`src/rtl/bram_read_scheduler.sv`:
```
// Round-robin burst read scheduler sharing one BRAM read port among NUM_REQ requesters.
// Issues one address per cycle and returns data tagged with requester ID and last-word flag.
module bram_read_scheduler #(
  parameter int unsigned NUM_REQ     = 4,
  parameter int unsigned DATA_WIDTH  = 20,
  parameter int unsigned DEPTH       = 13264,
  parameter int unsigned CLK_LATENCY = 1,
  parameter int unsigned LEN_W       = 8,
  parameter int unsigned ADDR_W      = $clog2(DEPTH),
  parameter int unsigned ID_W        = $clog2(NUM_REQ)
) (
  input  logic                      clk,
  input  logic                      rst_n,
  input  logic [NUM_REQ-1:0]        req_valid,
  input  logic [NUM_REQ*ADDR_W-1:0] req_addr,
  input  logic [NUM_REQ*LEN_W-1:0]  req_len,
  output logic [NUM_REQ-1:0]        req_ready,
  output logic [ADDR_W-1:0]         bram_addrb,
  input  logic [DATA_WIDTH-1:0]     bram_dout,
  output logic                      rsp_valid,
  output logic [ID_W-1:0]           rsp_id,
  output logic                      rsp_last,
  output logic [DATA_WIDTH-1:0]     rsp_data,
  output logic                      busy
);

  typedef enum logic [0:0] {StIdle, StIssue} state_e;

  state_e            state_q, state_d;
  logic [ID_W-1:0]   rr_ptr_q, rr_ptr_d;
  logic [ID_W-1:0]   cur_id_q, cur_id_d;
  logic [ADDR_W-1:0] cur_addr_q, cur_addr_d;
  logic [ADDR_W-1:0] last_addr_q, last_addr_d;
  logic [LEN_W-1:0]  remaining_q, remaining_d;
  logic [ID_W-1:0]   win_id;
  logic              win_found;
  logic              issue;
  logic              issue_last;

  // Winner is the first pending requester at or above rr_ptr, wrapping around.
  always_comb begin
    int unsigned idx;
    idx       = 0;
    win_found = 1'b0;
    win_id    = '0;
    for (int unsigned i = 0; i < NUM_REQ; i++) begin
      idx = (32'(rr_ptr_q) + i) % NUM_REQ;
      if (!win_found && req_valid[idx]) begin
        win_found = 1'b1;
        win_id    = ID_W'(idx);
      end
    end
  end

  assign issue      = (state_q == StIssue);
  assign issue_last = issue && (remaining_q == '0);

  always_comb begin
    state_d     = state_q;
    rr_ptr_d    = rr_ptr_q;
    cur_id_d    = cur_id_q;
    cur_addr_d  = cur_addr_q;
    last_addr_d = last_addr_q;
    remaining_d = remaining_q;
    req_ready   = '0;
    unique case (state_q)
      StIdle: begin
        if (win_found) begin
          req_ready[win_id] = 1'b1;
          cur_addr_d        = req_addr[32'(win_id)*ADDR_W +: ADDR_W];
          remaining_d       = req_len[32'(win_id)*LEN_W +: LEN_W];
          cur_id_d          = win_id;
          rr_ptr_d          = (32'(win_id) == NUM_REQ - 1) ? '0 : win_id + 1'b1;
          state_d           = StIssue;
        end
      end
      StIssue: begin
        last_addr_d = cur_addr_q;
        cur_addr_d  = (32'(cur_addr_q) == DEPTH - 1) ? '0 : cur_addr_q + 1'b1;
        remaining_d = remaining_q - 1'b1;
        if (remaining_q == '0) state_d = StIdle;
      end
      default: state_d = StIdle;
    endcase
  end

  always_ff @(posedge clk or negedge rst_n) begin
    if (!rst_n) begin
      state_q     <= StIdle;
      rr_ptr_q    <= '0;
      cur_id_q    <= '0;
      cur_addr_q  <= '0;
      last_addr_q <= '0;
      remaining_q <= '0;
    end else begin
      state_q     <= state_d;
      rr_ptr_q    <= rr_ptr_d;
      cur_id_q    <= cur_id_d;
      cur_addr_q  <= cur_addr_d;
      last_addr_q <= last_addr_d;
      remaining_q <= remaining_d;
    end
  end

  // Between bursts the port keeps presenting the last issued address.
  assign bram_addrb = issue ? cur_addr_q : last_addr_q;
  assign rsp_data   = bram_dout;

  if (CLK_LATENCY == 0) begin : g_comb
    assign rsp_valid = issue;
    assign rsp_id    = cur_id_q;
    assign rsp_last  = issue_last;
    assign busy      = issue;
  end else begin : g_pipe
    logic [CLK_LATENCY-1:0] vld_q;
    logic [CLK_LATENCY-1:0] last_q;
    logic [ID_W-1:0]        id_q [CLK_LATENCY];

    always_ff @(posedge clk or negedge rst_n) begin
      if (!rst_n) begin
        vld_q  <= '0;
        last_q <= '0;
        for (int i = 0; i < int'(CLK_LATENCY); i++) id_q[i] <= '0;
      end else begin
        vld_q[0]  <= issue;
        last_q[0] <= issue_last;
        id_q[0]   <= cur_id_q;
        for (int i = 1; i < int'(CLK_LATENCY); i++) begin
          vld_q[i]  <= vld_q[i-1];
          last_q[i] <= last_q[i-1];
          id_q[i]   <= id_q[i-1];
        end
      end
    end

    assign rsp_valid = vld_q[CLK_LATENCY-1];
    assign rsp_id    = id_q[CLK_LATENCY-1];
    assign rsp_last  = last_q[CLK_LATENCY-1];
    assign busy      = issue | (|vld_q);
  end

endmodule

```
`config.mk`:
```
export PLATFORM = sky130hd
export DESIGN_NAME = bram_read_scheduler
export DESIGN_NICKNAME = d
export VERILOG_FILES = /design/src/rtl/bram_read_scheduler.sv
export SDC_FILE = /design/constraint.sdc
export NUM_CORES = 1
export LEC_CHECK = 0
export CAP_MARGIN = 30
export CORE_AREA = 2 2 89 91
export CTS_BUF_LIST = sky130_fd_sc_hd__clkbuf_4 sky130_fd_sc_hd__clkbuf_8
export DETAILED_ROUTE_END_ITERATION = 8
export DIE_AREA = 0 0 91 93
export PLACE_DENSITY = 0.83
export RECOVER_POWER = 25
export SETUP_SLACK_MARGIN = 0.05
export SYNTH_ARGS = -nofsm -noshare
export SYNTH_HDL_FRONTEND = slang
export SYNTH_SLANG_ARGS = --single-unit
```
`constraint.sdc`:
```
create_clock -name clk -period 2.5 [get_ports clk]
set_clock_uncertainty 0.05 [all_clocks]
set_input_delay 0.5 -clock clk [delete_from_list [all_inputs] [get_ports clk]]
set_output_delay 0.5 -clock clk [all_outputs]
set_load 0.03 [all_outputs]
```
==> flow_summary.json, run 1 <==
{
  "outcome": "complete, no violations",
  "fmax_ghz": 0.416,
  "arrival_ns": 1.85,
  "synth_top_area_cell": "dfrtp_1",
  "dieArea_mm2": 0.00846,
  "hpwl_um": 6570,
  "fin_hold_ws_ns": 0.224,
  "async_flop_share_pct": 100,
  "drive_gt1_share_pct": 16.9,
  "synth_fa_ha_area_share_pct": 1.62,
  "grt_max_degree": 45,
  "met2_usage_pct": 37.2,
  "r2r-end": "cur_addr_q[13]",
  "die_w_um": 91,
  "synth_area_leaders": "dfrtp_1 (37%), mux2i_1 (13%), mux2_2 (6.6%), buf_4 (5.1%), nor2_1 (2.1%)",
  "cp-start-kind": "input port",
  "drt_pre_antenna_iters": 4,
  "hold_violations": 0,
  "vias": 2713,
  "viasPerCell": 5.32,
  "cts.htree.levels": 2,
  "final_nets": 526,
  "synth.top_cell.area_share_pct": 36.5,
  "critPathKind": "input port to primary output",
  "min_period_ns": 2.40,
  "drtIter0Drc": 58,
  "grtUsageMet3_pct": 3.46,
  "switching_share_pct": 38.8,
  "cts.sinks": 45,
  "cts_hold_buffers": 0,
  "clk_pin_slew_worst_paths_ns": 0.09,
  "grt-ovfl-total": 0,
  "synth_nets": 419,
  "worstHoldPathType": "input port to asynchronous set/reset pin",
  "route.detailed.drc": 0,
  "r2r_start": "rr_ptr_q[1]",
  "globalplace.congestion": 0.882,
  "worst_setup_path_end_kind": "primary output",
  "p_comb_share_pct": 49.0,
  "synth_xor_area_share_pct": 2.84,
  "root_buffer": "clkbuf_8",
  "slew_viol_final": 0,
  "grt_use_total_pct": 20.0,
  "synth_edf_count": 0,
  "synth_cell_type_count": 54,
  "reg2reg_depth": 6,
  "cts.path.max_buffers": 2,
  "yosys_warnings": 0,
  "grt_pass1_wl_um": 13800,
  "powerDensity_mw_per_mm2": 853,
  "setup_viol": 0,
  "synth-compound-area-share_pct": 14.2,
  "synth_top_family_by_area": "multiplexers",
  "maxSlewHeadroom_pct": 41.2,
  "switching_power_uw": 1440,
  "synthCells": 301,
  "synth-simple-area-share_pct": 14.2,
  "synthesis.area_mm2": 0.00308,
  "antenna_found_initial": 0,
  "io_buffers": 116,
  "internal-power_uw": 2280,
  "row_count": 32,
  "required_ns": 1.95,
  "die_y_um": 93,
  "core_region_area_mm2": 0.00753,
  "dp_slack_ns": -0.578,
  "rsz0062_at_grt": "true",
  "vdd_ir_drop_max_mv": 0.527,
  "num_antenna_cells": 0,
  "met1_usage_pct": 23.4,
  "io_pins": 157,
  "post_drt_wl_per_cell_um": 16.9,
  "drv_cap": 0,
  "synth_seq_cells": 45,
  "ff2ff_setup_slack_ns": 0.22,
  "avgSynthCellArea_um2": 10.2,
  "setup_ws_ns": 0.0964,
  "place_inst": 503,
  "seqPwrFrac_pct": 36.5,
  "cts_tree": "built",
  "p_leak_uw": 0.00194,
  "synth_mux_area_share_pct": 20.4,
  "clk_latency_ns": 0.30,
  "ys_seq_area_share_pct": 36.5,
  "top_usage_layer": "met2",
  "ant_nets": 0,
  "start_util_pct": 41.0,
  "fillers": 684,
  "instances_no_fill": 510,
  "finalCritPeriodShare_pct": 96.1,
  "crit_fanout": 4,
  "cts_inserted_buffers": 5,
  "clock_power_share_pct": 14.5,
  "tightest_slew_ns": 0.882,
  "ys.flop_type": "dfrtp_1",
  "grt_pass1_vias": 2851,
  "wirelength_um": 8620,
  "areaGrowthSynthToFinish_pct": 41.3
}
[power groups by stage]
stage	combinational (uW)	clock, uW	sequential [uW]
finish	1820	539	1360
global route	1980	581	1410
CTS	1840	552	1360
detailed placement	1860	0	1370
global placement	1800	0	1340
floorplan	1370	0	1300
[kinds of logic after synthesis]
group,Yosys count
adder cells (fa/ha/maj),4
flip-flops,45
AO/OA/AOI/OAI,58
buffers and inverters,44
multiplexers,60
AND/OR/NAND/NOR,80
XOR/XNOR,10
[layout by cell type, fill, tap and decap left out, types with 5 or more instances in the layout]
cell,count
dfrtp_1,45
o22ai_1,10
inv_1,8
a22oi_1,6
clkbuf_8,5
a211o_1,5
nand2_1,16
dlygate4sd2_1,5
xor2_1,6
mux2i_1,40
o221ai_1,5
nand3_1,8
mux2_2,18
clkdlybuf4s50_1,92
buf_4,25
a21oi_1,6
and3_1,6
nor2_1,16
[stage by stage]
step	utilization (%)	power (uW)	TNS (ns)	area, um2
2_1_floorplan	-	2680	0	3080
3_3_place_gp	56.3	3140	-8.32	4240
3_5_place_dp	56.3	3230	-9.78	4240
4_1_cts	57.7	3750	0	4350
5_1_grt	57.9	3960	0	4360
6_report	57.9	3720	0	4360
[routing by layer]
layer  part of all wire, %  vias up
li1                      -     1298
met1                    40     1304
met3                   4.8       21
met4                   1.7        0
met5                     0        -
met2                    54       90
[sequential cells by signal (all words and copies together), names as in the netlist]
signal	flops
cur_addr_q	14
last_addr_q	14
remaining_q	8
cur_id_q	2
rr_ptr_q	2
rsp_id	2
issue	1
rsp_last	1
rsp_valid	1
[synthesized netlist by cell type (all sizes together) (5+ instances only)]
cell	count
nand3	8
a22oi	6
clkbuf	6
mux2	20
nand2	16
a211o	5
o21ai	6
o221ai	6
buf	30
and3	6
o22ai	10
dfrtp	45
a21oi	7
mux2i	40
nor2	17
xor2	6
inv	8
[critical path, stage by stage]
cell             delay, ns
clkdlybuf4s15_2       0.22
buf_6                 0.12
nor4_4                0.04
buf_4                 0.14
or2_1                 0.21
or3_4                 0.36
nor2_4                0.12
buf_6                 0.13
[timing repair]
| item | 4_1_cts | 5_1_grt |
|---|---|---|
| buffers inserted | 0 | 0 |
| pin swaps | 2 | 0 |
| hold endpoints to repair | 0 | 0 |
| setup endpoints to repair | 26 | 17 |
| resized for setup | 21 | 8 |
[cell type report]
cell class,instances,area (um2),share of cell area [%]
Clock inverter,2,35.0,0.804
Tap cell,102,128,2.93
Inverter,8,30.0,0.689
Sequential cell,45,1130,25.8
Timing Repair Buffer,136,1290,29.6
Multi-Input combinational cell,212,1680,38.6
Clock buffer,5,68.8,1.58
[how the worst max path moves through the flow]
stage                           to         start  slack, ns
global placement      req_ready[3]  req_valid[0]      -0.50
global route        cur_addr_q[13]   rr_ptr_q[1]       0.04
finish                req_ready[2]  req_valid[1]        0.1
detailed placement    req_ready[3]  req_valid[1]      -0.58
CTS                 cur_addr_q[13]   rr_ptr_q[1]       0.05
floorplan             req_ready[3]  req_valid[0]       0.14
No activity file was read; power rests on OpenSTA's default activity.
==> inputs of run 2 (changes only) <==
--- a/config.mk
+++ b/config.mk
@@ -5,12 +5,13 @@
 export SDC_FILE = /design/constraint.sdc
 export NUM_CORES = 1
 export LEC_CHECK = 0
-export CAP_MARGIN = 30
-export CORE_AREA = 2 2 89 91
+export CAP_MARGIN = 5
+export CORE_AREA = 2 2 74 76
 export CTS_BUF_LIST = sky130_fd_sc_hd__clkbuf_4 sky130_fd_sc_hd__clkbuf_8
 export DETAILED_ROUTE_END_ITERATION = 8
-export DIE_AREA = 0 0 91 93
-export PLACE_DENSITY = 0.83
+export DIE_AREA = 0 0 76 78
+export DONT_BUFFER_PORTS = 1
+export PLACE_DENSITY = 0.76
 export RECOVER_POWER = 25
 export SETUP_SLACK_MARGIN = 0.05
 export SYNTH_ARGS = -nofsm -noshare
==> run 2 against run 1 <==
Die area down 30%. Non-clock buffer count down 121. Sequential share of layout area up 10 points. Hold slack better by 0.12 ns. Setup slack better by 0.077 ns. Global-route usage up 2.7 points. Largest power group unchanged.
==> flow_summary.json, run 2 (synthesized netlist as in run 1, its figures left out) <==
{
  "outcome": "complete, no violations",
  "setup_tns_ns": 0,
  "grt-ovfl-total": 0,
  "critPathKind": "flop to primary output",
  "seq_area_mm2": 0.00113,
  "io_buffers": 0,
  "grtUsageMet3_pct": 5.58,
  "instances_no_fill": 358,
  "finalCritPeriodShare_pct": 93.1,
  "viasPerCell": 6.34,
  "p_leak_uw": 0.00142,
  "cts.path.max_buffers": 2,
  "fmax_ghz": 0.430,
  "vdd_ir_drop_max_mv": 0.712,
  "final_nets": 405,
  "setup_viol": 0,
  "hpwl_um": 4950,
  "multi_input_area_mm2": 0.00166,
  "die_w_um": 76,
  "antenna_found_initial": 0,
  "cts_inserted_buffers": 5,
  "grt_max_degree": 46,
  "io_pins": 157,
  "worstHoldPathType": "flop to flop",
  "mostFrequentLayoutCells": "dfrtp_1 (44), mux2i_1 (40), mux2_2 (18)",
  "top_usage_layer": "met2",
  "required_ns": 1.95,
  "ant_nets": 0,
  "start_util_pct": 61.2,
  "post_drt_wl_per_cell_um": 18.4,
  "fin_area_mm2": 0.00312,
  "globalplace.congestion": 0.903,
  "met2_usage_pct": 37.9,
  "met1_usage_pct": 28.4,
  "route.detailed.drc": 0,
  "tightest_slew_ns": 1.10,
  "die_y_um": 78,
  "grt_pass1_wl_um": 10800,
  "drv_cap": 0,
  "grt_pass1_vias": 2278,
  "cts.sinks": 45,
  "drt_pre_antenna_iters": 5,
  "dieArea_mm2": 0.00593,
  "vias": 2268,
  "drtIter0Drc": 125,
  "place_inst": 347,
  "fin_util_pct": 62.0,
  "cts.htree.levels": 2,
  "clk_latency_ns": 0.30,
  "slew_viol_final": 0,
  "min_period_ns": 2.33,
  "drive_gt1_share_pct": 17.0,
  "hold_violations": 0,
  "row_count": 26,
  "crit_fanout": 5,
  "root_buffer": "clkbuf_8",
  "cts_tree": "built",
  "wirelength_um": 6590,
  "fillers": 438,
  "total_power_uw": 3300,
  "place_area_mm2": 0.00300,
  "rsz0062_at_grt": "false",
  "layout_commonest_cell": "dfrtp_1",
  "largestRegisters": "cur_addr_q (14), last_addr_q (14), remaining_q (8)",
  "clk_pin_slew_worst_paths_ns": 0.08,
  "num_antenna_cells": 0,
  "powerDensity_mw_per_mm2": 1060,
  "cp-start-kind": "flop",
  "arrival_ns": 1.78,
  "areaGrowthSynthToFinish_pct": 1.30,
  "core_region_area_mm2": 0.00504,
  "grt_use_total_pct": 22.7,
  "maxSlewHeadroom_pct": 27.0,
  "worst_setup_path_end_kind": "primary output"
}
## run 2: cell types whose count changed in the layout (fill, tap and decap cells not counted), sizes merged, moves of 2 or more
| cell | change |
|---|---|
| buf | -19 |
| clkbuf | -2 |
| clkdlybuf4s15 | -3 |
| clkdlybuf4s50 | -92 |
| dlygate4sd2 | -5 |
## run 2: final timing paths
kind	start	to	slack, ns	cells after the start
worst min register to register	cur_id_q[1]	rsp_id[1]	0.34	0
min in group asynchronous	rst_n	rr_ptr_q[0]	0.89	2
worst max-delay path	rr_ptr_q[1]	req_ready[3]	0.17	5
max in group asynchronous	rst_n	rr_ptr_q[1]	0.75	2
worst min-delay path	cur_id_q[1]	rsp_id[1]	0.34	0
worst max register to register	rr_ptr_q[1]	cur_addr_q[3]	0.39	6
## run 2: cell type report
| cell class | instances | area share, % |
|---|---|---|
| multi-input cells | 212 | 53.1 |
| flip-flops and latches | 45 | 36.1 |
| repair buffers | 15 | 4.00 |
| well taps | 70 | 2.80 |
| clock buffers | 6 | 2.64 |
| inverters | 8 | 0.961 |
| clock inverters | 2 | 0.441 |
## run 2: what timing repair did
action	4_1_cts	5_1_grt
buffers inserted	0	1
resized for setup	0	3
hold buffers	2	0
hold endpoints to repair	45	0
setup endpoints to repair	0	1
## run 2: per-layer routing
layer | vias up | wire, um
met1 | 1093 | 2670
met4 | 0 | 126
met2 | 100 | 3370
met3 | 17 | 420
li1 | 1058 | -
met5 | - | 0
## run 2: metrics by stage
stage	hold WS (ns)	setup slack, ns
6_report	0.341	0.173
4_1_cts	0.343	0.125
5_1_grt	0.352	0.0601
2_1_floorplan	0.154	0.140
3_3_place_gp	0.156	0.392
3_5_place_dp	0.155	0.342
## run 2: power breakdown
part / switching, uW / leakage (uW) / internal [uW] / total, uW
clock: 244 / 0.0000512 / 224 / 468
sequential: 329 / 0.000529 / 1060 / 1390
combinational: 773 / 0.000845 / 672 / 1440
total: 1350 / 0.00142 / 1950 / 3300
## run 2: critical path, stage by stage, from the launching register on
cell	delay (ns)
dfrtp_2	0.45
mux2_4	0.33
o221ai_4	0.21
inv_1	0.07
ha_1	0.19
and2_2	0.23
